### src/rtl/nibble_serial_adder_pkg.sv
// Shared constants for the nibble-serial adder: datapath slice width,
// FSM state encodings and nibble counter width.
package nibble_serial_adder_pkg;

    localparam int NIBBLE_W = 4;
    localparam int CNT_W    = 4;

    localparam logic [1:0] ST_IDLE = 2'b00;
    localparam logic [1:0] ST_RUN  = 2'b01;
    localparam logic [1:0] ST_DONE = 2'b10;

endpackage

### src/rtl/nibble_serial_adder_cla.sv
// 4-bit carry-look-ahead adder used as the per-nibble datapath of the
// serial adder; purely combinational.
module carry_look_ahead_adder_4b (
    input  logic [3:0] a_i,
    input  logic [3:0] b_i,
    input  logic       c_i,
    output logic [3:0] sum_o,
    output logic       c_o
);

    logic [3:0] g_s;
    logic [3:0] p_s;
    logic [4:0] c_s;

    assign g_s = a_i & b_i;
    assign p_s = a_i ^ b_i;

    assign c_s[0] = c_i;
    assign c_s[1] = g_s[0] | (p_s[0] & c_s[0]);
    assign c_s[2] = g_s[1] | (p_s[1] & g_s[0]) | (p_s[1] & p_s[0] & c_s[0]);
    assign c_s[3] = g_s[2] | (p_s[2] & g_s[1]) | (p_s[2] & p_s[1] & g_s[0])
                  | (p_s[2] & p_s[1] & p_s[0] & c_s[0]);
    assign c_s[4] = g_s[3] | (p_s[3] & g_s[2]) | (p_s[3] & p_s[2] & g_s[1])
                  | (p_s[3] & p_s[2] & p_s[1] & g_s[0])
                  | (p_s[3] & p_s[2] & p_s[1] & p_s[0] & c_s[0]);

    assign sum_o = p_s ^ c_s[3:0];
    assign c_o   = c_s[4];

endmodule

### src/rtl/nibble_serial_adder.sv
// Wide-operand adder that pushes one nibble per clock through a 4-bit CLA,
// LSB first, with valid/ready handshakes on the operand and result sides.
module nibble_serial_adder
    import nibble_serial_adder_pkg::*;
#(
    parameter int NIBBLES = 4
) (
    input  logic                  clk,
    input  logic                  rst_n,
    input  logic                  in_valid,
    output logic                  in_ready,
    input  logic [4*NIBBLES-1:0]  a,
    input  logic [4*NIBBLES-1:0]  b,
    input  logic                  c_in,
    output logic                  out_valid,
    input  logic                  out_ready,
    output logic [4*NIBBLES-1:0]  sum,
    output logic                  c_out,
    output logic                  ovf
);

    localparam int W = NIBBLE_W * NIBBLES;
    localparam logic [CNT_W-1:0] LAST_CNT = CNT_W'(NIBBLES - 1);

    logic [1:0]          state_q,  state_d;
    logic [W-1:0]        a_sh_q,   a_sh_d;
    logic [W-1:0]        b_sh_q,   b_sh_d;
    logic [W-1:0]        sum_sh_q, sum_sh_d;
    logic                carry_q,  carry_d;
    logic [CNT_W-1:0]    cnt_q,    cnt_d;
    logic                a_msb_q,  a_msb_d;
    logic                b_msb_q,  b_msb_d;
    logic [W-1:0]        sum_q,    sum_d;
    logic                c_out_q,  c_out_d;
    logic                ovf_q,    ovf_d;

    logic [NIBBLE_W-1:0] cla_sum_s;
    logic                cla_c_s;
    logic [W-1:0]        sum_sh_nxt_s;

    carry_look_ahead_adder_4b u_cla (
        .a_i   (a_sh_q[NIBBLE_W-1:0]),
        .b_i   (b_sh_q[NIBBLE_W-1:0]),
        .c_i   (carry_q),
        .sum_o (cla_sum_s),
        .c_o   (cla_c_s)
    );

    // New nibble enters at the top so the LSB nibble ends up at the bottom.
    assign sum_sh_nxt_s = (sum_sh_q >> NIBBLE_W) | (W'(cla_sum_s) << (W - NIBBLE_W));

    // Next-state logic for the sequencer, shift registers and result registers.
    always_comb begin
        state_d  = state_q;
        a_sh_d   = a_sh_q;
        b_sh_d   = b_sh_q;
        sum_sh_d = sum_sh_q;
        carry_d  = carry_q;
        cnt_d    = cnt_q;
        a_msb_d  = a_msb_q;
        b_msb_d  = b_msb_q;
        sum_d    = sum_q;
        c_out_d  = c_out_q;
        ovf_d    = ovf_q;
        case (state_q)
            ST_IDLE: begin
                if (in_valid) begin
                    a_sh_d  = a;
                    b_sh_d  = b;
                    carry_d = c_in;
                    cnt_d   = {CNT_W{1'b0}};
                    a_msb_d = a[W-1];
                    b_msb_d = b[W-1];
                    state_d = ST_RUN;
                end else begin
                    state_d = ST_IDLE;
                end
            end
            ST_RUN: begin
                a_sh_d   = a_sh_q >> NIBBLE_W;
                b_sh_d   = b_sh_q >> NIBBLE_W;
                sum_sh_d = sum_sh_nxt_s;
                carry_d  = cla_c_s;
                cnt_d    = cnt_q + CNT_W'(1);
                if (cnt_q == LAST_CNT) begin
                    sum_d   = sum_sh_nxt_s;
                    c_out_d = cla_c_s;
                    ovf_d   = (a_msb_q == b_msb_q) && (sum_sh_nxt_s[W-1] != a_msb_q);
                    state_d = ST_DONE;
                end else begin
                    state_d = ST_RUN;
                end
            end
            ST_DONE: begin
                if (out_ready) begin
                    state_d = ST_IDLE;
                end else begin
                    state_d = ST_DONE;
                end
            end
            default: begin
                state_d = ST_IDLE;
            end
        endcase
    end

    // State and datapath registers; reset aborts any operation in flight.
    always_ff @(posedge clk or negedge rst_n) begin
        if (!rst_n) begin
            state_q  <= ST_IDLE;
            a_sh_q   <= {W{1'b0}};
            b_sh_q   <= {W{1'b0}};
            sum_sh_q <= {W{1'b0}};
            carry_q  <= 1'b0;
            cnt_q    <= {CNT_W{1'b0}};
            a_msb_q  <= 1'b0;
            b_msb_q  <= 1'b0;
            sum_q    <= {W{1'b0}};
            c_out_q  <= 1'b0;
            ovf_q    <= 1'b0;
        end else begin
            state_q  <= state_d;
            a_sh_q   <= a_sh_d;
            b_sh_q   <= b_sh_d;
            sum_sh_q <= sum_sh_d;
            carry_q  <= carry_d;
            cnt_q    <= cnt_d;
            a_msb_q  <= a_msb_d;
            b_msb_q  <= b_msb_d;
            sum_q    <= sum_d;
            c_out_q  <= c_out_d;
            ovf_q    <= ovf_d;
        end
    end

    assign in_ready  = (state_q == ST_IDLE);
    assign out_valid = (state_q == ST_DONE);
    assign sum       = sum_q;
    assign c_out     = c_out_q;
    assign ovf       = ovf_q;

endmodule

### config.mk
export PLATFORM = sky130hd
export DESIGN_NAME = nibble_serial_adder
export DESIGN_NICKNAME = d
export VERILOG_FILES = /design/src/rtl/nibble_serial_adder_pkg.sv /design/src/rtl/nibble_serial_adder_cla.sv /design/src/rtl/nibble_serial_adder.sv
export SDC_FILE = /design/constraint.sdc
export NUM_CORES = 1
export LEC_CHECK = 0
export BUFFER_PORTS_ARGS = -buffer_cell sky130_fd_sc_hd__buf_2
export CAP_MARGIN = 20
export CORE_AREA = 2 2 78 80
export CTS_CLUSTER_SIZE = 24
export DETAILED_ROUTE_END_ITERATION = 10
export DIE_AREA = 0 0 80 82
export PLACE_DENSITY = 0.85
export SYNTH_ARGS = -nofsm -noshare
export SYNTH_HDL_FRONTEND = slang
export SYNTH_SLANG_ARGS = --single-unit
### constraint.sdc
create_clock -name clk -period 2 [get_ports clk]
set_clock_uncertainty 0.05 [all_clocks]
set_input_delay 0.4 -clock clk [delete_from_list [all_inputs] [get_ports clk]]
set_output_delay 0.4 -clock clk [all_outputs]
set_load 0.05 [all_outputs]
---- After elaboration in Yosys (flattened, before gate mapping) ----
Cells that the tools add are included.
storage, ports and cells
  bits of input ports ..................... 37
  output and inout bits ................... 20
  logic and storage cells ................. 66
  register bits ........................... 75
cells by class
  add/subtract/negate cells ............... 1
  bitwise gates (word level) .............. 30
  reductions and logical operators ........ 6
  equal/unequal tests ..................... 6
  multiplexer cells ....................... 12
operators by type and width
  kind                                            number
  one-hot mux 16 bit (2 select lines)             2
  two-way mux 16 bit                              2
  bitwise AND 1 bit                               16
  bitwise OR 12 x 16 -> 16 bit                    1
  bitwise OR 1 bit                                10
  one-hot mux 4 bit (2 select lines)              1
  XOR 4 bit                                       2
  one-hot mux 2 bit (3 select lines)              1
  AND reduction 2 bit                             3
  adder 4 x 1 -> 4 bit (second input constant)    1
  bitwise AND 4 bit                               1
  == test 4 x 2 -> 1 bit (second input constant)  1
  two-way mux 2 bit                               2
  two-way mux 4 bit                               1
  == test 2 x 1 -> 1 bit (second input constant)  1
  == test 2 bit (second input constant)           1
  zero test 2 bit                                 1
  two-way mux 1 bit                               2
  != test 2 bit (second input constant)           1
  one-hot mux 1 bit (2 select lines)              1
  nonzero test 2 bit                              1
  == test 1 bit                                   1
  logical AND 1 bit                               1
  != test 1 bit                                   1

---- Logic depth before layout (Yosys ltp) ----
Gate-level depths: netlist of the first run.
  depth after elaboration ................. 9
  depth in mapped cells ................... 6
  mapped depth without buffers ............ 5

---- Hierarchy ----
A second synthesis of the first run with hierarchy kept.
second synthesis, totals
  cell total of the unflattened synthesis .. 307
  area, all modules ....................... 3226.8 um^2
by module, submodules not included
  module                     times used  seq. area each (um^2)  area each (um^2)  cells each
  nibble_serial_adder        1           1776.7                 3079.2            290
  carry_look_ahead_adder_4b  1           0.0                    147.6             17

---- Worst setup path before layout of the first run ----
OpenSTA, ideal clock, no wires.
  path kind ............................... reg-to-reg
  from .................................... reg state_q[0]
  to ...................................... reg a_sh_q[1]
  stages on the path, launching flop included .. 6
  arrival time ............................ 1738 ps
  library setup time ...................... 141 ps
  period minus slack after synthesis ...... 1929 ps
  required time ........................... 1809 ps
  slack ................................... 71 ps
  buffers on the path ..................... 1
  cells stage by stage .................... dfrtp_1 nor2_1 nand2_1 clkbuf_1 nand2_1 a31oi_1
on the way
  cells in the longest elaborated chain, start to end .. 3
  elaborated cells between the ends (all ways) .. 6
  those cells by class .................... eq/ne (2); mux (1); reduce/logical (3)
RTL lines
  element                                                               line                        text
  start: declaration                                                    nibble_serial_adder.sv:25   logic [1:0] state_q, state_d;
  start signal: assignment                                              nibble_serial_adder.sv:122  state_q <= state_d;
  zero test 2 bit *                                                     -
  via in_ready                                                          nibble_serial_adder.sv:11   output logic in_ready,
  != test 2 bit (no line) / nonzero test 2 bit (equally long branches)  -
  AND reduction 2 bit (no line)                                         -
  end signal: assignment                                                nibble_serial_adder.sv:111  a_sh_q <= {W{1'b0}};
  end signal: assignment                                                nibble_serial_adder.sv:123  a_sh_q <= a_sh_d;
  end: declaration                                                      nibble_serial_adder.sv:26   logic [W-1:0] a_sh_q, a_sh_d;
Mark *: on every way through the listed nets, which the timed path passes. The rest lies on a longest branch.
A chain may end at the register's enable or synchronous reset.

---- Final worst setup path of the first run ----
  from .................................... reg a_sh_q[0]
  to ...................................... reg ovf_q (netlist: ovf)
on the way
  cells in the longest elaborated chain, start to end .. 8
  elaborated cells between the ends (all ways) .. 11
  those cells by class .................... eq/ne (1); bitwise (9); reduce/logical (1)
RTL lines
  element                                                       line                                                          text
  bitwise AND 4 bit / XOR 4 bit (equally long branches)         nibble_serial_adder_cla.sv:15, nibble_serial_adder_cla.sv:16
  bitwise AND 1 bit (on tied branches)                          nibble_serial_adder_cla.sv:21, nibble_serial_adder_cla.sv:22
  bitwise OR 1 bit / bitwise AND 1 bit (equally long branches)  nibble_serial_adder_cla.sv:21, nibble_serial_adder_cla.sv:22
  bitwise OR 1 bit *                                            nibble_serial_adder_cla.sv:22                                 | (p_s[2] & p_s[1] & p_s[0] & c_s[0]);
  XOR 4 bit *                                                   nibble_serial_adder_cla.sv:27                                 assign sum_o = p_s ^ c_s[3:0];
  bitwise OR 12 x 16 -> 16 bit *                                nibble_serial_adder.sv:50                                     assign sum_sh_nxt_s = (sum_sh_q >> NIBBLE_W) | (W'(cla_sum_s) << (W - NIBBLE_W));
  != test 1 bit *                                               nibble_serial_adder.sv:88                                     ovf_d = (a_msb_q == b_msb_q) && (sum_sh_nxt_s[W-1] != a_msb_q);
  logical AND 1 bit *                                           nibble_serial_adder.sv:88
  end signal: assignment                                        nibble_serial_adder.sv:132                                    ovf_q <= ovf_d;
  end: declaration                                              nibble_serial_adder.sv:35                                     logic ovf_q, ovf_d;
Mark *: on every way between the ends. The rest lies on a longest branch, timed or not.

==> impl_metrics.csv, run 1 <==
group,metric,value,unit
sta,rsz0062_at_grt,"no",
worst_setup_path,path_class,"flop to flop",
synthesis,ys_seq_area_share,57.8,%
global_route,top_usage_layer,"met2",
pwr,ir_worst_vdd,0.911,mV
cells_and_area,drive_above_1_share,25.9,%
clocking,tritoncts,"built",
cells_and_area,final_cell_mix,"nand2_1 (98), dfrtp_1 (71), buf_2 (56)",
sta,min_period_over_period,91.3,%
synthesis,yosysWarnings,0,
worst_setup_path,r2r_start,"a_sh_q[0]",
cells_and_area,nNetsFinal,416,
global_route,grt_max_degree,43,
clocking,postCtsResizedCells,0,
cells_and_area,antenna_cells,0,
synthesis,synth_cell_types,30,
placement,post-dp-hpwl,4430,µm
synthesis,netlist_area,0.00307,mm²
route,wl_per_cell,13.9,µm
cells_and_area,final_common_cell,"nand2_1",
sta,finalCriticalPeriod,1.83,ns
clocking,clk_pin_slew,0.07,ns
sta,setup_tns,0,ns
die,die_height,82,µm
worst_setup_path,start_kind,"flop",
worst_setup_path,endpoint_kind,"flop",
pwr,p_leak,1.82,nW
clocking,clk_latency,0.34,ns
global_route,grt_use_met1,26.8,%
global_route,grtUsageMet2,36.3,%
global_route,grt_use_met3,4.29,%
clocking,cts_root_buffer,"clkbuf_8",
sta,tightestPinTransition,0.584,ns
synthesis,ys_ff_latch,71,
global_route,track_usage,21.6,%
route,drc,0,
run,maxCapViolCount,0,
placement,io_buffer_count,56,
clocking,post_cts_buffers,0,
synthesis,async_reset_ff_share,100,%
sta,drv_slew,0,
die,core,0.00575,mm²
cells_and_area,syn2layout_area_growth,19.0,%
placement,dp.cells,437,
global_route,grt_antenna_before_repair,0,
route,vias,2379,
worst_setup_path,path_max_fanout,3,
sta,setup_violations,0,
clocking,postCtsHoldBufs,0,
worst_setup_path,critPathArrivalTime,2.00,ns
clocking,clockBufferDepth,2,
route,drt-pass1-iter-count,4,
die,initial_utilization,53.5,%
sta,hold_viol,0,
route,viasPerCell,5.25,
clocking,clkSinkCount,71,
pwr,powerDensity,1920,mW/mm²
worst_setup_path,reg2regPathDepth,5,
route,dr.first_iter.drc_count,79,
route,wirelength,6300,µm
sta,max_freq,0.548,GHz
die,std_cell_rows,28,
worst_setup_path,critPathRequiredTime,2.17,ns
sta,slew_headroom,61.1,%
route,ant_nets,0,
synthesis,synth_cells,316,
clocking,htreeDepth,3,
global_route,grt-ovfl-total,0,
synthesis,syn_nets,359,
synthesis,avgSynthCellArea,9.72,µm²
synthesis,synth-main-ff-cell,"dfrtp_1",
min_path,worst_hold_path_type,"input pin to async pin",
die,die_x,80,µm
global_route,grt_pass1_wl,10700,µm
die,die_area,0.00656,mm²
synthesis,synth_edf_count,0,
global_route,first_global_vias,2314,
placement,gp_congestion,0.765,
cells_and_area,stdcell_count,453,
clocking,numCtsBuffers,9,
die,num_io_pins,57,
run_status,status,"completed",
worst_setup_path,r2r_slack,0.17,ns
worst_setup_path,reg2reg_to,"ovf",
final cells by class:
class                      count  area, µm²
inverter                       4       15.0
multi-input combinational    222       1200
tap                           75       93.8
fill                         509       2090
clock buffer                  13        169
clock inverter                 3       40.0
timing repair buffer          65        360
sequential                    71       1780
synthesized netlist by cell type (2+ instances only):
master	number	share of area (%)
clkbuf_1	11	1.3
dfrtp_1	71	58
ha_1	5	2.0
nand2_1	98	12
nand3_1	2	0.33
nor2_1	27	3.3
buf_4	2	0.49
buf_2	6	0.98
a21oi_1	3	0.49
a31oi_1	23	4.7
a21o_1	2	0.49
nand2b_1	2	0.41
o21ai_0	27	4.4
mux2_2	14	5.1
inv_1	4	0.49
nand4_1	3	0.61
a22o_1	2	0.57
xor2_1	2	0.57
power by group:
part | switching [mW] | internal [mW] | leakage [nW]
clock | 0.507 | 0.675 | 0.109
combinational | 2.17 | 1.11 | 0.832
sequential | 0.429 | 2.15 | 0.878
metal layers:
layer	routed length, µm	part of all wire, %
met2	3010	48
met4	138	2.2
met3	330	5.2
met5	0	0
met1	2810	45
per-stage QoR:
step	total power, mW	worst slack [ns]	area (µm²)	utilization (%)	hold WS [ns]
2_1_floorplan	5.04	0.0705	3070	-	0.0544
3_3_place_gp	5.68	0.307	3450	60.0	0.366
3_5_place_dp	5.86	0.252	3450	60.0	0.374
4_1_cts	7.07	0.213	3660	63.7	0.00669
5_1_grt	7.58	0.0888	3660	63.7	0.0385
6_report	7.04	0.174	3660	63.7	0.00304
state kept, by name (all words and copies together) (netlist names):
signal,cells
a_sh_q,16
b_sh_q,16
sum,16
sum_sh_q,12
cnt_q,4
state_q,2
a_msb_q,1
b_msb_q,1
c_out,1
carry_q,1
ovf,1
cell families (layout without fill, tap and decap cells):
kind of cell | Yosys count | in the layout | share of synthesized area (%)
buf+inv | 23 | 85 | 3.30
xor+xnor | 2 | 2 | 0.570
simple gates | 140 | 140 | 19.1
compound gates | 60 | 60 | 11.4
flops | 71 | 71 | 57.8
fa+ha+maj | 6 | 6 | 2.69
mux | 14 | 14 | 5.13
critical path, stage by stage, from the launching register on:
cell and delay (ns):
dfrtp_1 0.38, ha_1 0.32, a211oi_1 0.28, o21ai_0 0.20, nand4_1 0.12, or3b_1 0.35
worst max-delay path by stage:
stage	to	cells after the start	slack [ns]	start
after global routing	ovf	5	0.09	a_sh_q[1]
after CTS	ovf	5	0.21	a_sh_q[1]
final	ovf	5	0.17	a_sh_q[0]
after global placement	ovf	5	0.31	a_sh_q[1]
after detailed placement	ovf	5	0.25	a_sh_q[1]
after floorplan	a_sh_q[1]	5	0.07	state_q[0]
Note: power is estimated with default switching activity, not from simulation.
==> run 2, diff against run 1 <==
--- a/config.mk
+++ b/config.mk
@@ -7,11 +7,13 @@
 export LEC_CHECK = 0
 export BUFFER_PORTS_ARGS = -buffer_cell sky130_fd_sc_hd__buf_2
 export CAP_MARGIN = 20
-export CORE_AREA = 2 2 78 80
+export CELL_PAD_IN_SITES_DETAIL_PLACEMENT = 0
+export CELL_PAD_IN_SITES_GLOBAL_PLACEMENT = 2
+export CORE_AREA = 2 2 99 101
 export CTS_CLUSTER_SIZE = 24
 export DETAILED_ROUTE_END_ITERATION = 10
-export DIE_AREA = 0 0 80 82
-export PLACE_DENSITY = 0.85
+export DIE_AREA = 0 0 101 103
+export PLACE_DENSITY = 0.84
 export SYNTH_ARGS = -nofsm -noshare
 export SYNTH_HDL_FRONTEND = slang
 export SYNTH_SLANG_ARGS = --single-unit
==> run 2 against run 1 <==
Critical path depth unchanged; via count shrank 2.9%; clock-buffer cell count decreased by 4; setup slack gained 0.028 ns; design area rose by 1.7%; sequential share of layout area shrank 0.80 points; die area rose by 59%; flip-flop and latch count is the same; maximum frequency up 1.6%; register-to-register slack improved by 0.03 ns; wire length is 2.0% higher; combinational power decreased by 2%; highest routed layer unchanged.
==> impl_metrics.csv, run 2 (same netlist as run 1, synthesis figures left out) <==
group,metric,value,unit
pwr,p_leak,1.82,nW
clocking,cts_root_buffer,"clkbuf_8",
cells_and_area,final_common_cell,"nand2_1",
route,viasPerCell,4.71,
global_route,track_usage,13.8,%
worst_setup_path,path_class,"flop to flop",
worst_setup_path,critPathArrivalTime,1.97,ns
route,dr.first_iter.drc_count,73,
worst_setup_path,reg2reg_to,"ovf",
global_route,grt_antenna_before_repair,0,
die,die_area,0.0104,mm²
sta,slew_headroom,68.6,%
sta,setup_tns,0,ns
sta,finalCriticalPeriod,1.80,ns
route,vias,2311,
run_status,status,"completed",
global_route,grt-ovfl-total,0,
clocking,clockBufferDepth,2,
placement,post-dp-hpwl,4440,µm
worst_setup_path,critPathMostFrequentCell,"o21ai_0",
clocking,htreeDepth,3,
pwr,total_power,7.02,mW
clocking,postCtsResizedCells,0,
worst_setup_path,cp_cell_sequence,"ha_1 > o21ai_0 > o21ai_0 > a311oi_1 > or3b_1",
clocking,clk_latency,0.34,ns
global_route,first_global_vias,2315,
worst_setup_path,r2r_slack,0.20,ns
sta,min_period_over_period,89.9,%
pwr,ir_worst_vdd,0.555,mV
sta,drv_slew,0,
clocking,clkSinkCount,71,
min_path,hold_path_depth,3,
worst_setup_path,critPathRequiredTime,2.17,ns
die,die_x,101,µm
worst_setup_path,start_kind,"flop",
die,core,0.00946,mm²
cells_and_area,nNetsFinal,415,
global_route,grt_pass1_wl,11200,µm
clocking,clk_pin_slew,0.07,ns
sta,tightestPinTransition,0.471,ns
sta,rsz0062_at_grt,"no",
die,num_io_pins,57,
cells_and_area,drive_above_1_share,25.7,%
route,ant_nets,0,
clocking,tritoncts,"built",
worst_setup_path,endpoint_kind,"flop",
global_route,grt_max_degree,51,
worst_setup_path,reg2regPathDepth,5,
sta,max_freq,0.556,GHz
worst_setup_path,path_max_fanout,4,
die,std_cell_rows,36,
route,wl_per_cell,13.1,µm
route,drc,0,
die,initial_utilization,32.5,%
cells_and_area,antenna_cells,0,
run,maxCapViolCount,0,
worst_setup_path,r2r_start,"a_sh_q[1]",
placement,gp_congestion,0.712,
cells_and_area,final_cell_mix,"nand2_1 (98), dfrtp_1 (71), buf_2 (55)",
route,drt-pass1-iter-count,4,
min_path,worst_hold_path_type,"input pin to flop",
placement,io_buffer_count,56,
worst_setup_path,cp_slowest_cell,"dfrtp_1",
sta,whs,0.204,ns
clocking,postCtsHoldBufs,1,
sta,hold_viol,0,
sta,setup_violations,0,
min_path,worstHoldStart,"a[12]",
cells_and_area,syn2layout_area_growth,21.0,%
die,die_height,103,µm
route,wirelength,6420,µm
clocking,post_cts_buffers,0,
worst_setup_path,crit_path_max_incr_delay,0.39,ns
pwr,powerDensity,1890,mW/mm²
min_path,hold_end,"a_sh_q[12]",
cells_and_area,final_core_util,39.3,%
clocking,numCtsBuffers,9,
[run 2: cell type report]
type,instances,area [µm²]
flip-flops and latches,71,1780
well taps,114,143
fillers,993,5740
clock inverters,7,87.6
inverters,4,15.0
clock buffers,9,124
repair buffers,64,370
multi-input cells,222,1200
[run 2: worst max-delay path by stage]
stage               slack, ns        from  cells after the start        end
global route             0.03   a_sh_q[1]                      5        ovf
finish                   0.20   a_sh_q[1]                      5        ovf
detailed placement       0.22   a_sh_q[1]                      5        ovf
CTS                      0.20   a_sh_q[1]                      5        ovf
global placement         0.27   a_sh_q[1]                      5        ovf
floorplan                0.07  state_q[0]                      5  a_sh_q[1]
[run 2: worst max-delay path: cells and delay by family (launching register included)]
family,cells,cell delay [ns]
AO/OA/AOI/OAI,3,0.52
adder cells (fa/ha/maj),1,0.36
flip-flops,1,0.39
AND/OR/NAND/NOR,1,0.35
[run 2: power by group]
group | total, mW | internal [mW] | leakage, nW | switching [mW]
logic | 3.23 | 1.11 | 0.831 | 2.11
clock network | 1.23 | 0.693 | 0.109 | 0.534
registers | 2.57 | 2.14 | 0.878 | 0.425
[run 2: per-layer routing]
| layer | vias to the layer above | part of all wire (%) | track usage, % |
|---|---|---|---|
| li1 | 1178 | - | - |
| met2 | 51 | 46 | 21.9 |
| met5 | - | 0 | 0 |
| met4 | 0 | 1.4 | 4.99 |
| met3 | 7 | 3.8 | 3.80 |
| met1 | 1075 | 49 | 18.4 |
[run 2: through the flow]
stage                     instances  setup slack [ns]  instance area, µm²
after floorplan                 316            0.0705                3070
after global placement          474             0.274                3500
after detailed placement        474             0.224                3500
after CTS                       491             0.203                3720
after global routing            491            0.0252                3720
final                           491             0.202                3720
==> run 3, diff against run 2 <==
--- a/config.mk
+++ b/config.mk
@@ -9,11 +9,11 @@
 export CAP_MARGIN = 20
 export CELL_PAD_IN_SITES_DETAIL_PLACEMENT = 0
 export CELL_PAD_IN_SITES_GLOBAL_PLACEMENT = 2
-export CORE_AREA = 2 2 99 101
+export CORE_AREA = 2 2 95 97
 export CTS_CLUSTER_SIZE = 24
 export DETAILED_ROUTE_END_ITERATION = 10
-export DIE_AREA = 0 0 101 103
-export PLACE_DENSITY = 0.84
+export DIE_AREA = 0 0 97 99
+export PLACE_DENSITY = 0.89
 export SYNTH_ARGS = -nofsm -noshare
 export SYNTH_HDL_FRONTEND = slang
 export SYNTH_SLANG_ARGS = --single-unit
==> constraint.sdc (replaced) <==
create_clock -name clk -period 2.24 [get_ports clk]
set_clock_uncertainty 0.05 [all_clocks]
set_input_delay 0.448 -clock clk [delete_from_list [all_inputs] [get_ports clk]]
set_output_delay 0.448 -clock clk [all_outputs]
set_load 0.05 [all_outputs]
==> run 3 against run 2 <==
Setup slack improved by 0.22 ns; sequential share of layout area increased by 0.36 points; clock-buffer cell count increased by 4; via count increased by 0.61%; power decreased by 10%; critical path depth unchanged; combinational power decreased by 11%; clock power decreased by 7%; global-route usage increased by 0.099 points; wire length decreased by 4.7%; maximum frequency decreased by 1.0%; register-to-register slack improved by 0.22 ns; critical path type unchanged.
==> impl_metrics.csv, run 3 (same netlist as run 1, synthesis figures left out) <==
group,metric,value,unit
global_route,grt_max_degree,72,
run_status,status,"completed",
global_route,top_usage_layer,"met2",
sta,min_period_over_period,81.1,%
global_route,grt-ovfl-total,0,
clocking,clk_pin_slew,0.07,ns
clocking,clockBufferDepth,2,
sta,setup_tns,0,ns
global_route,grt_pass1_wl,10800,µm
die,num_io_pins,57,
route,vias,2325,
die,core,0.00855,mm²
sta,tightestPinTransition,0.882,ns
die,initial_utilization,35.9,%
die,die_area,0.00960,mm²
clocking,postCtsResizedCells,0,
route,drt-pass1-iter-count,4,
worst_setup_path,critPathRequiredTime,2.41,ns
cells_and_area,stdcell_count,481,
route,wirelength,6120,µm
global_route,grt_antenna_before_repair,0,
route,viasPerCell,4.83,
worst_setup_path,start_kind,"flop",
sta,setup_violations,0,
pwr,powerDensity,1700,mW/mm²
sta,hold_viol,0,
clocking,htreeDepth,3,
route,dr.first_iter.drc_count,78,
sta,slew_headroom,41.2,%
route,wl_per_cell,12.7,µm
worst_setup_path,reg2regPathDepth,5,
clocking,clkSinkCount,71,
clocking,numCtsBuffers,9,
global_route,first_global_vias,2150,
cells_and_area,syn2layout_area_growth,20.1,%
sta,rsz0062_at_grt,"no",
clocking,clk_latency,0.34,ns
placement,post-dp-hpwl,4090,µm
sta,whs,0.162,ns
cells_and_area,final_common_cell,"nand2_1",
cells_and_area,final_cell_mix,"nand2_1 (98), dfrtp_1 (71), buf_2 (55)",
cells_and_area,antenna_cells,0,
pwr,ir_worst_vdd,0.541,mV
cells_and_area,nNetsFinal,411,
global_route,grtUsageMet2,20.1,%
die,std_cell_rows,34,
clocking,cts_root_buffer,"clkbuf_8",
min_path,worst_hold_path_type,"input pin to async pin",
global_route,grt_use_met1,20.1,%
placement,gp_congestion,0.745,
placement,dp.cells,465,
global_route,grt_use_met3,5.25,%
clocking,post_cts_buffers,0,
worst_setup_path,critPathArrivalTime,1.99,ns
run,maxCapViolCount,0,
global_route,track_usage,13.9,%
placement,io_buffer_count,56,
clocking,tritoncts,"built",
worst_setup_path,path_max_fanout,25,
route,ant_nets,0,
route,drc,0,
pwr,p_leak,1.80,nW
sta,max_freq,0.551,GHz
sta,finalCriticalPeriod,1.82,ns
worst_setup_path,endpoint_kind,"flop",
cells_and_area,drive_above_1_share,24.7,%
die,die_height,99,µm
clocking,postCtsHoldBufs,0,
die,die_x,97,µm
worst_setup_path,path_class,"flop to flop",
sta,drv_slew,0,
-- run 3: cell count changes in the layout (fill, tap and decap cells not counted) --
cell,previous run,this run
clkinvlp_4,1,0
clkbuf_1,0,2
clkbuf_8,9,11
dlygate4sd3_1,1,0
buf_4,6,3
clkinv_2,4,1
-- run 3: worst max-delay path: stages, from the launching register on --
cell and delay [ns]:
dfrtp_1 0.40, ha_1 0.19, nor3b_4 0.26, nand2_4 0.22, and2_0 0.22, or3b_1 0.36
-- run 3: per-stage QoR --
stage	area, µm²	total power, mW	util [%]	worst slack [ns]
2_1_floorplan	3070	4.50	-	0.311
3_3_place_gp	3470	5.16	40.5	0.486
3_5_place_dp	3470	5.23	40.5	0.429
4_1_cts	3690	6.39	43.2	0.415
5_1_grt	3690	6.87	43.2	0.286
6_report	3690	6.29	43.2	0.424
-- run 3: where the power goes --
group	leakage, nW	internal, mW	switching [mW]
Combinational	0.812	1.00	1.88
Clock	0.114	0.687	0.449
Sequential	0.878	1.91	0.362
Total	1.80	3.60	2.69
-- run 3: worst paths after layout --
kind                                from          to  slack (ns)
worst max-delay path            cnt_q[0]         ovf        0.42
worst min-delay path               rst_n     sum[15]        0.16
worst max register to register  cnt_q[0]         ovf        0.42
worst min register to register   sum[12]     sum[12]        0.42
max in group asynchronous          rst_n  a_sh_q[12]        1.39
min in group clk                   b[13]  b_sh_q[13]        0.25
-- run 3: cell type report --
class                   instances  area, µm²
clock buffers                  13        159
flip-flops and latches         71       1780
fillers                       871       4860
inverters                       4       15.0
clock inverters                 3       65.1
repair buffers                 60        338
well taps                     108        135
multi-input cells             222       1200
-- run 3: routing by layer --
metal / share of wire, % / vias to the layer above / routed length [µm]
li1: - / 1169 / -
met1: 48 / 1081 / 2960
met2: 45 / 73 / 2760
met3: 6.1 / 2 / 375
met4: 0.33 / 0 / 20
met5: 0 / - / 0
